$ cat src/rtl/reg_file_pkg.sv
// Shared constants for the multi-port integer register file.
// Default widths, register count and the hardwired zero-register index.
package reg_file_pkg;

    localparam int DATA_W_DEF = 32;
    localparam int ADDR_W_DEF = 5;
    localparam int NUM_REGS   = 2 ** ADDR_W_DEF;
    localparam int ZERO_REG   = 0;

endpackage

$ cat src/rtl/reg_scoreboard.sv
// Per-register busy scoreboard: set at issue, cleared at writeback, set wins.
// Optional raw busy vector output when REG_FILE_MP_DEBUG_EN is defined.
module reg_scoreboard
    import reg_file_pkg::*;
#(
    parameter int ADDR_W = ADDR_W_DEF,
    parameter int NUM_RD = 2,
    parameter int NUM_WR = 2
) (
    input  logic                     clk,
    input  logic                     rstn,
    input  logic [NUM_RD*ADDR_W-1:0] rd_addr,
    output logic [NUM_RD-1:0]        rd_busy,
    input  logic [NUM_WR-1:0]        wr_en,
    input  logic [NUM_WR*ADDR_W-1:0] wr_addr,
    input  logic                     iss_en,
    input  logic [ADDR_W-1:0]        iss_addr
`ifdef REG_FILE_MP_DEBUG_EN
    ,
    output logic [2**ADDR_W-1:0]     busy_vec
`endif
);

    localparam int DEPTH = 2 ** ADDR_W;

    logic [DEPTH-1:0] busy;
    logic [DEPTH-1:0] wr_hit;

    always_comb begin
        wr_hit = '0;
        for (int p = 0; p < NUM_WR; p++) begin
            if (wr_en[p] && wr_addr[p*ADDR_W +: ADDR_W] != ADDR_W'(ZERO_REG))
                wr_hit[wr_addr[p*ADDR_W +: ADDR_W]] = 1'b1;
        end
    end

    // Issue beats writeback on the same register: old producer retires, new one takes over.
    always_ff @(posedge clk or negedge rstn) begin
        if (!rstn) begin
            busy <= '0;
        end else begin
            for (int r = 1; r < DEPTH; r++) begin
                if (iss_en && iss_addr == ADDR_W'(r))
                    busy[r] <= 1'b1;
                else if (wr_hit[r])
                    busy[r] <= 1'b0;
            end
        end
    end

    always_comb begin
        logic [ADDR_W-1:0] a;
        a       = '0;
        rd_busy = '0;
        for (int k = 0; k < NUM_RD; k++) begin
            a          = rd_addr[k*ADDR_W +: ADDR_W];
            rd_busy[k] = (a != ADDR_W'(ZERO_REG)) && busy[a] && !wr_hit[a];
        end
    end

`ifdef REG_FILE_MP_DEBUG_EN
    assign busy_vec = busy;
`endif

endmodule

$ cat src/rtl/reg_file_mp.sv
// Multi-port register file with write-to-read bypass, zero register and busy scoreboard.
// Define REG_FILE_MP_DEBUG_EN to add the dbg_addr/dbg_data/dbg_busy inspection ports.
module reg_file_mp
    import reg_file_pkg::*;
#(
    parameter int DATA_W = DATA_W_DEF,
    parameter int ADDR_W = ADDR_W_DEF,
    parameter int NUM_RD = 2,
    parameter int NUM_WR = 2
) (
    input  logic                     clk,
    input  logic                     rstn,
    input  logic [NUM_RD*ADDR_W-1:0] rd_addr,
    output logic [NUM_RD*DATA_W-1:0] rd_data,
    output logic [NUM_RD-1:0]        rd_busy,
    input  logic [NUM_WR-1:0]        wr_en,
    input  logic [NUM_WR*ADDR_W-1:0] wr_addr,
    input  logic [NUM_WR*DATA_W-1:0] wr_data,
    input  logic                     iss_en,
    input  logic [ADDR_W-1:0]        iss_addr
`ifdef REG_FILE_MP_DEBUG_EN
    ,
    input  logic [ADDR_W-1:0]        dbg_addr,
    output logic [DATA_W-1:0]        dbg_data,
    output logic [2**ADDR_W-1:0]     dbg_busy
`endif
);

    localparam int DEPTH = 2 ** ADDR_W;

    logic [DATA_W-1:0] regs [DEPTH];

    // Later ports overwrite earlier ones, so the highest enabled index wins on collisions.
    always_ff @(posedge clk or negedge rstn) begin
        if (!rstn) begin
            for (int r = 0; r < DEPTH; r++)
                regs[r] <= '0;
        end else begin
            for (int p = 0; p < NUM_WR; p++) begin
                if (wr_en[p] && wr_addr[p*ADDR_W +: ADDR_W] != ADDR_W'(ZERO_REG))
                    regs[wr_addr[p*ADDR_W +: ADDR_W]] <= wr_data[p*DATA_W +: DATA_W];
            end
        end
    end

    // Bypass is suppressed during reset so outputs read zero immediately.
    always_comb begin
        logic [ADDR_W-1:0] a;
        logic [DATA_W-1:0] val;
        a       = '0;
        val     = '0;
        rd_data = '0;
        for (int k = 0; k < NUM_RD; k++) begin
            a   = rd_addr[k*ADDR_W +: ADDR_W];
            val = '0;
            if (rstn && a != ADDR_W'(ZERO_REG)) begin
                val = regs[a];
                for (int p = 0; p < NUM_WR; p++) begin
                    if (wr_en[p] && wr_addr[p*ADDR_W +: ADDR_W] == a)
                        val = wr_data[p*DATA_W +: DATA_W];
                end
            end
            rd_data[k*DATA_W +: DATA_W] = val;
        end
    end

    reg_scoreboard #(
        .ADDR_W (ADDR_W),
        .NUM_RD (NUM_RD),
        .NUM_WR (NUM_WR)
    ) u_scoreboard (
        .clk      (clk),
        .rstn     (rstn),
        .rd_addr  (rd_addr),
        .rd_busy  (rd_busy),
        .wr_en    (wr_en),
        .wr_addr  (wr_addr),
        .iss_en   (iss_en),
        .iss_addr (iss_addr)
`ifdef REG_FILE_MP_DEBUG_EN
        ,
        .busy_vec (dbg_busy)
`endif
    );

`ifdef REG_FILE_MP_DEBUG_EN
    assign dbg_data = regs[dbg_addr];
`endif

endmodule

$ cat config.mk
export PLATFORM = sky130hd
export DESIGN_NAME = reg_file_mp
export DESIGN_NICKNAME = d
export VERILOG_FILES = /design/src/rtl/reg_file_pkg.sv /design/src/rtl/reg_scoreboard.sv /design/src/rtl/reg_file_mp.sv
export SDC_FILE = /design/constraint.sdc
export NUM_CORES = 2
export LEC_CHECK = 0
export CAP_MARGIN = 20
export CORE_MARGIN = 5
export CORE_UTILIZATION = 30
export CTS_BUF_LIST = sky130_fd_sc_hd__clkbuf_8 sky130_fd_sc_hd__clkbuf_16
export DETAILED_ROUTE_END_ITERATION = 16
export SYNTH_ARGS = -nofsm -noshare
export SYNTH_HDL_FRONTEND = slang
export SYNTH_HIERARCHICAL = 1
export SYNTH_SLANG_ARGS = --single-unit
$ cat constraint.sdc
create_clock -name clk -period 4.35 [get_ports clk]
set_input_delay 0.87 -clock clk [delete_from_list [all_inputs] [get_ports clk]]
set_output_delay 0.87 -clock clk [all_outputs]
set_load 0.005 [all_outputs]
Yosys cells after proc, flatten, opt, wreduce, memory -nomap -nowiden --
Cells that the tools add are included.
Word-level totals: word-level logic and storage cells 295, bits in registers 1055, output and inout port bits 66, bits of input ports 94
Operators by class: magnitude comparators 12, eq/ne operators 35, bitwise gates (word level) 5, mux-type cells 96, reductions and logical operators 84
Operator list (number):
- $bwmux 1024 | 2
- $mux 1024 | 2
- $mux 32 | 14
- $bmux 32 s5 | 2
- $demux 32 s5 | 2
- $eq 5x5->1 const B | 16
- $mux 1 | 68
- $reduce_bool 2->1 | 31
- $logic_and 1x1->1 | 47
- $eq 5x4->1 const B | 8
- $or 32x32->32 | 1
- $ge 6x6->1 const B | 4
- $lt 5x6->1 const B | 4
- $not 5->6 | 4
- $bmux 1 s5 | 4
- $eq 5x3->1 const B | 4
- $eq 5x5->1 | 4
- $reduce_bool 5->1 | 4
- $lt 6x1->1 const B | 2
- $demux 1 s5 | 2
- $eq 5x2->1 const B | 2
- $ge 5x1->1 const B | 2
- $eq 5x1->1 const B | 1
- $logic_not 1->1 | 2

Longest topological paths before layout --
word-level depth 11, mapped depth 10, gate-level depth less buffers 6

Cells and area by module --
The synthesis kept the hierarchy.
By module, submodules not included:
- reg_file_mp | sequential area each 25624.6 sq um, times used 1, cells each 6311, area an instance 65191.3 sq um
- reg_scoreboard | sequential area each 775.7 sq um, times used 1, cells each 302, area an instance 2874.0 sq um

Least setup slack after synthesis --
No wires, ideal clock.
path type input-to-output, from input rd_addr[0], to output rd_data[12], cell stages on the path 7, data required time 3.480 ns, setup slack 0.850 ns, buffers on the path 3, arrival time 2.630 ns, cells stage by stage buf_2 > buf_6 > buf_2 > mux4_2 > mux4_2 > nand4_1 > nand3_1
On the way: cells in the longest elaborated chain, start to end 7, elaborated cells on any way between the ends 13, classes of those cells eq/ne (2); mux (6); bitwise (1); reduce/logical (4)
RTL lines:
- start, declared | line reg_file_mp.sv:13 | input logic [NUM_RD*ADDR_W-1:0] rd_addr,
- $not 5->6 (not written as such) | line reg_file_mp.sv:57 | val = regs[a];
- $bmux 32 s5 | line reg_file_mp.sv:57
- $mux 32 (not written as such) (2 in a row) | line reg_file_mp.sv:57
- $mux 32 (2 in a row) | line reg_file_mp.sv:59 | if (wr_en[p] && wr_addr[p*ADDR_W +: ADDR_W] == a)
- $mux 32 * | line reg_file_mp.sv:56 | if (rstn && a != ADDR_W'(ZERO_REG)) begin
- end, declared | line reg_file_mp.sv:14 | output logic [NUM_RD*DATA_W-1:0] rd_data,
Every way passes the cells marked *; elsewhere a longest branch is shown, timed or not. The select of a mux whose other input is x is not followed.

Worst setup path in the final report --
from input wr_addr[9], to output rd_busy[0]
On the way: cells in the longest elaborated chain, start to end 10, elaborated cells on any way between the ends 13, classes of those cells order compare (2); mux (5); bitwise (1); reduce/logical (5)
RTL lines:
- start, declared | line reg_file_mp.sv:17 | input logic [NUM_WR*ADDR_W-1:0] wr_addr,
- $lt 5x6->1 (not written as such) / $ge 5x1->1 (equally long branches) | line reg_scoreboard.sv:33 | wr_hit[wr_addr[p*ADDR_W +: ADDR_W]] = 1'b1;
- $logic_and 1x1->1 (not written as such) | line reg_scoreboard.sv:33
- $mux 1 (not written as such) | line reg_scoreboard.sv:33
- $demux 1 s5
- $or 32x32->32 (no source line)
- $mux 32 * | line reg_scoreboard.sv:32 | if (wr_en[p] && wr_addr[p*ADDR_W +: ADDR_W] != ADDR_W'(ZERO_REG))
- $bmux 1 s5 * | line reg_scoreboard.sv:57 | rd_busy[k] = (a != ADDR_W'(ZERO_REG)) && busy[a] && !wr_hit[a];
- $mux 1 (not written as such) * | line reg_scoreboard.sv:57
- $logic_not 1->1 * | line reg_scoreboard.sv:57
- $logic_and 1x1->1 * | line reg_scoreboard.sv:57
- end, declared | line reg_file_mp.sv:15 | output logic [NUM_RD-1:0] rd_busy,
Marks and branches as above.

==> flow_summary.yaml <==
run_status:
  status: "complete, but fails checks"
  violations: "setup timing"
global_routing:
  grt_pass1_vias: 58074
  antenna_found_initial: 39
  grt_first_pass_wirelength_mm: 441
  grt_max_degree: 155
  track_usage_pct: 25.5
  grt_overflow_total: 0
route:
  dr.pass1.iters: 6
  drc: 0
  dr_total_vias: 60476
  via_per_inst: 6.19
  routed_wl_mm: 312
  route.detailed.wl_per_inst_um: 32.0
  ant_nets: 0
  drtIter0Drc: 8874
timing:
  rsz0062_at_grt: "true"
  fin_skew_ps: 0
  slew_headroom_pct: 17.8
  final-max-slew-violation-count: 0
  worstMarginPinSlew_ps: 1230
  worst_slack_ps: -19.4
  setup_viol: 1
  fin_crit_ps: 4370
  fin_crit_sh_pct: 100
  fin_setup_tns_ps: -19.4
  finalHoldViolations: 0
  fmax_mhz: 229
floorplanning:
  ios: 160
  initial_utilization_pct: 30.2
  die_area_um2: 237000
  die_h_um: 486
  die_w_um: 486
  core_area_um2: 225000
  placementRows: 174
worst_setup_path:
  cp-end-kind: "output pin"
  cp_slowest_stage_delay_ps: 480
  crit_type: "input pin to output pin"
  cp_max_fo: 6
  cp.arrival_ps: 3500
  critical_path_buf_inv_count: 4
  reg2reg_setup_slack_ps: 3480
  slowest_stage: "nor4b_1"
  critical_path.top_delay_family: "buffers and inverters"
  crit_path_start_kind: "input pin"
  critPathRequiredTime_ps: 3480
  cpMostUsedCell: "clkdlybuf4s50_1"
  crit_chain: "clkdlybuf4s50_1, buf_6, nor4b_1, a22oi_1, buf_4, a32oi_1, o2111ai_1, o21ai_1, o22ai_2, clkdlybuf4s50_1"
pwr:
  p_int_uw: 23500
  power_leakage_uw: 0.0335
  pwr-share-seq_pct: 42.0
  switchingPower_uw: 11100
  comb_power_share_pct: 27.3
  power.total_uw: 34600
  power_density_nw_per_um2: 427
  p_clk_share_pct: 30.8
  ir_drop_mv: 0.419
  p_sw_share_pct: 32.1
yosys:
  synth_ff_type: "dfrtp_1"
  netlist_area_um2: 68100
  synth_top_area_cell: "dfrtp_1"
  synth_cell_types: 73
  ys_seq_area_share_pct: 38.8
  synth_edf_count: 0
  async_reset_ff_share_pct: 100
  netlist.area_leader.share_pct: 38.8
  yosysWarnings: 8
  synthTopCellsByArea: "dfrtp_1 (39%), mux4_2 (17%), mux2i_1 (14%)"
  synth_nets: 6707
  synthCells: 6613
  ys_ff_latch: 1055
  syn_area_per_cell_um2: 10.3
cts:
  clk_pin_slew_ps: 50
  clock-sinks: 1055
  cts-root-buf: "clkbuf_16"
  clk_latency_ps: 780
  cts_max_path_buffers: 3
  cts_buffers: 117
  cts_htree_levels: 3
  cts_hold_buf: 0
  cts_tree: "done"
cells_and_area:
  fin_nets: 6758
  regArea_um2: 26400
  syn_to_final_growth_pct: 18.8
  final_cell_mix: "dfrtp_1 (1,055), mux2i_1 (980), nor2_1 (768)"
  multi_input_area_um2: 38600
  final_core_util_pct: 35.9
  mostFrequentLayoutCell: "dfrtp_1"
  drive_gt1_share_pct: 22.5
  fillers: 22014
  fin_area_um2: 80900
min_path:
  hold_class: "input pin to asynchronous set/reset pin"
placement:
  placement.io_buffers: 159
  dp_hpwl_mm: 194
  dpl_cell_area_um2: 76000
  gp_congestion: 0.987
  post-place-ws_ps: -657
job:
  drv_cap: 0
## state kept, by name (all words and copies together), names as in the netlist
register,flops
regs,1024
u_scoreboard/busy,31
## worst register-to-register path: cells and delay by family, from the launching register on
family / cells / cell delay (ps)
flops: 1 / 400
compound gates: 2 / 290
## per-stage QoR
stage	hold slack [ps]	cells
floorplan	441	6613
global placement	378	9504
detailed placement	385	9505
CTS	234	9742
global route	292	9749
finish	269	9775
## metal layers
metal  vias to the layer above  track usage (%)  routed length (um)
met3                      1157             10.2               43800
li1                      24535                -                   -
met2                      4711             35.9              129000
met1                     30051             32.2              116000
met5                         -            0.181                 195
met4                        22             16.9               24300
## synth_stat cells (4+ instances only)
library cell / count
a211oi_1: 9
a221oi_1: 26
nor3_1: 32
nor2b_1: 42
a32oi_1: 95
o21ai_0: 424
nand4_1: 33
mux4_2: 508
nor2_1: 789
nand3b_1: 6
buf_2: 134
nand3_1: 42
nand4b_1: 25
buf_1: 72
nand2b_1: 20
xnor2_1: 12
and3_1: 6
or2_2: 4
clkbuf_1: 569
a2111oi_0: 14
inv_1: 42
o211ai_1: 9
mux2i_1: 981
o22ai_1: 49
o221ai_1: 68
nand2_1: 471
buf_6: 31
dfrtp_1: 1055
a21o_1: 11
xor2_1: 8
mux2_2: 45
a221o_1: 14
clkbuf_2: 6
a21oi_1: 749
nor3_2: 5
and2_1: 4
buf_4: 37
o2111ai_1: 26
o32ai_1: 35
a22oi_1: 48
## repair_timing
item,CTS,global route
endpoints found under the setup margin,66,22
gates resized for setup,182,18
pin swaps,30,8
setup buffers,23,7
gates cloned,2,0
## path summary, 6_finish.rpt
kind,cells past startpoint,start,endpoint
worst max register to register,2,regs[670],regs[670]
min in group clk,0,regs[1002],regs[1002]
worst min-delay path,2,rstn,u_scoreboard/busy[4]
worst max-delay path,10,wr_addr[9],rd_busy[0]
max in group asynchronous,4,rstn,regs[24]
worst min register to register,0,regs[1002],regs[1002]
## kinds of logic after synthesis
logic type,Yosys count,synth area share (%)
simple gates,1509,9.37
flops,1055,38.8
buf+inv,892,5.74
xor+xnor,20,0.257
mux,1534,32.0
compound gates,1603,13.9
## power by group through the flow
stage               logic [uW]  clock network (uW)  registers (uW)
global placement          8970                   0           14300
global route             10100               11100           14700
CTS                       9250               10700           14300
floorplan                 6380                   0           13700
detailed placement        9210                   0           14500
finish                    9420               10600           14500
## final cells by class
class | instances | area share (%)
Inverter | 42 | 0.195
Tap cell | 2992 | 4.63
Multi-Input combinational cell | 4666 | 47.7
Timing Repair Buffer | 782 | 9.74
Antenna cell | 26 | 0.0804
Clock inverter | 60 | 0.727
Sequential cell | 1055 | 32.6
Clock buffer | 152 | 4.24
Power figures use the tool's default switching activity.
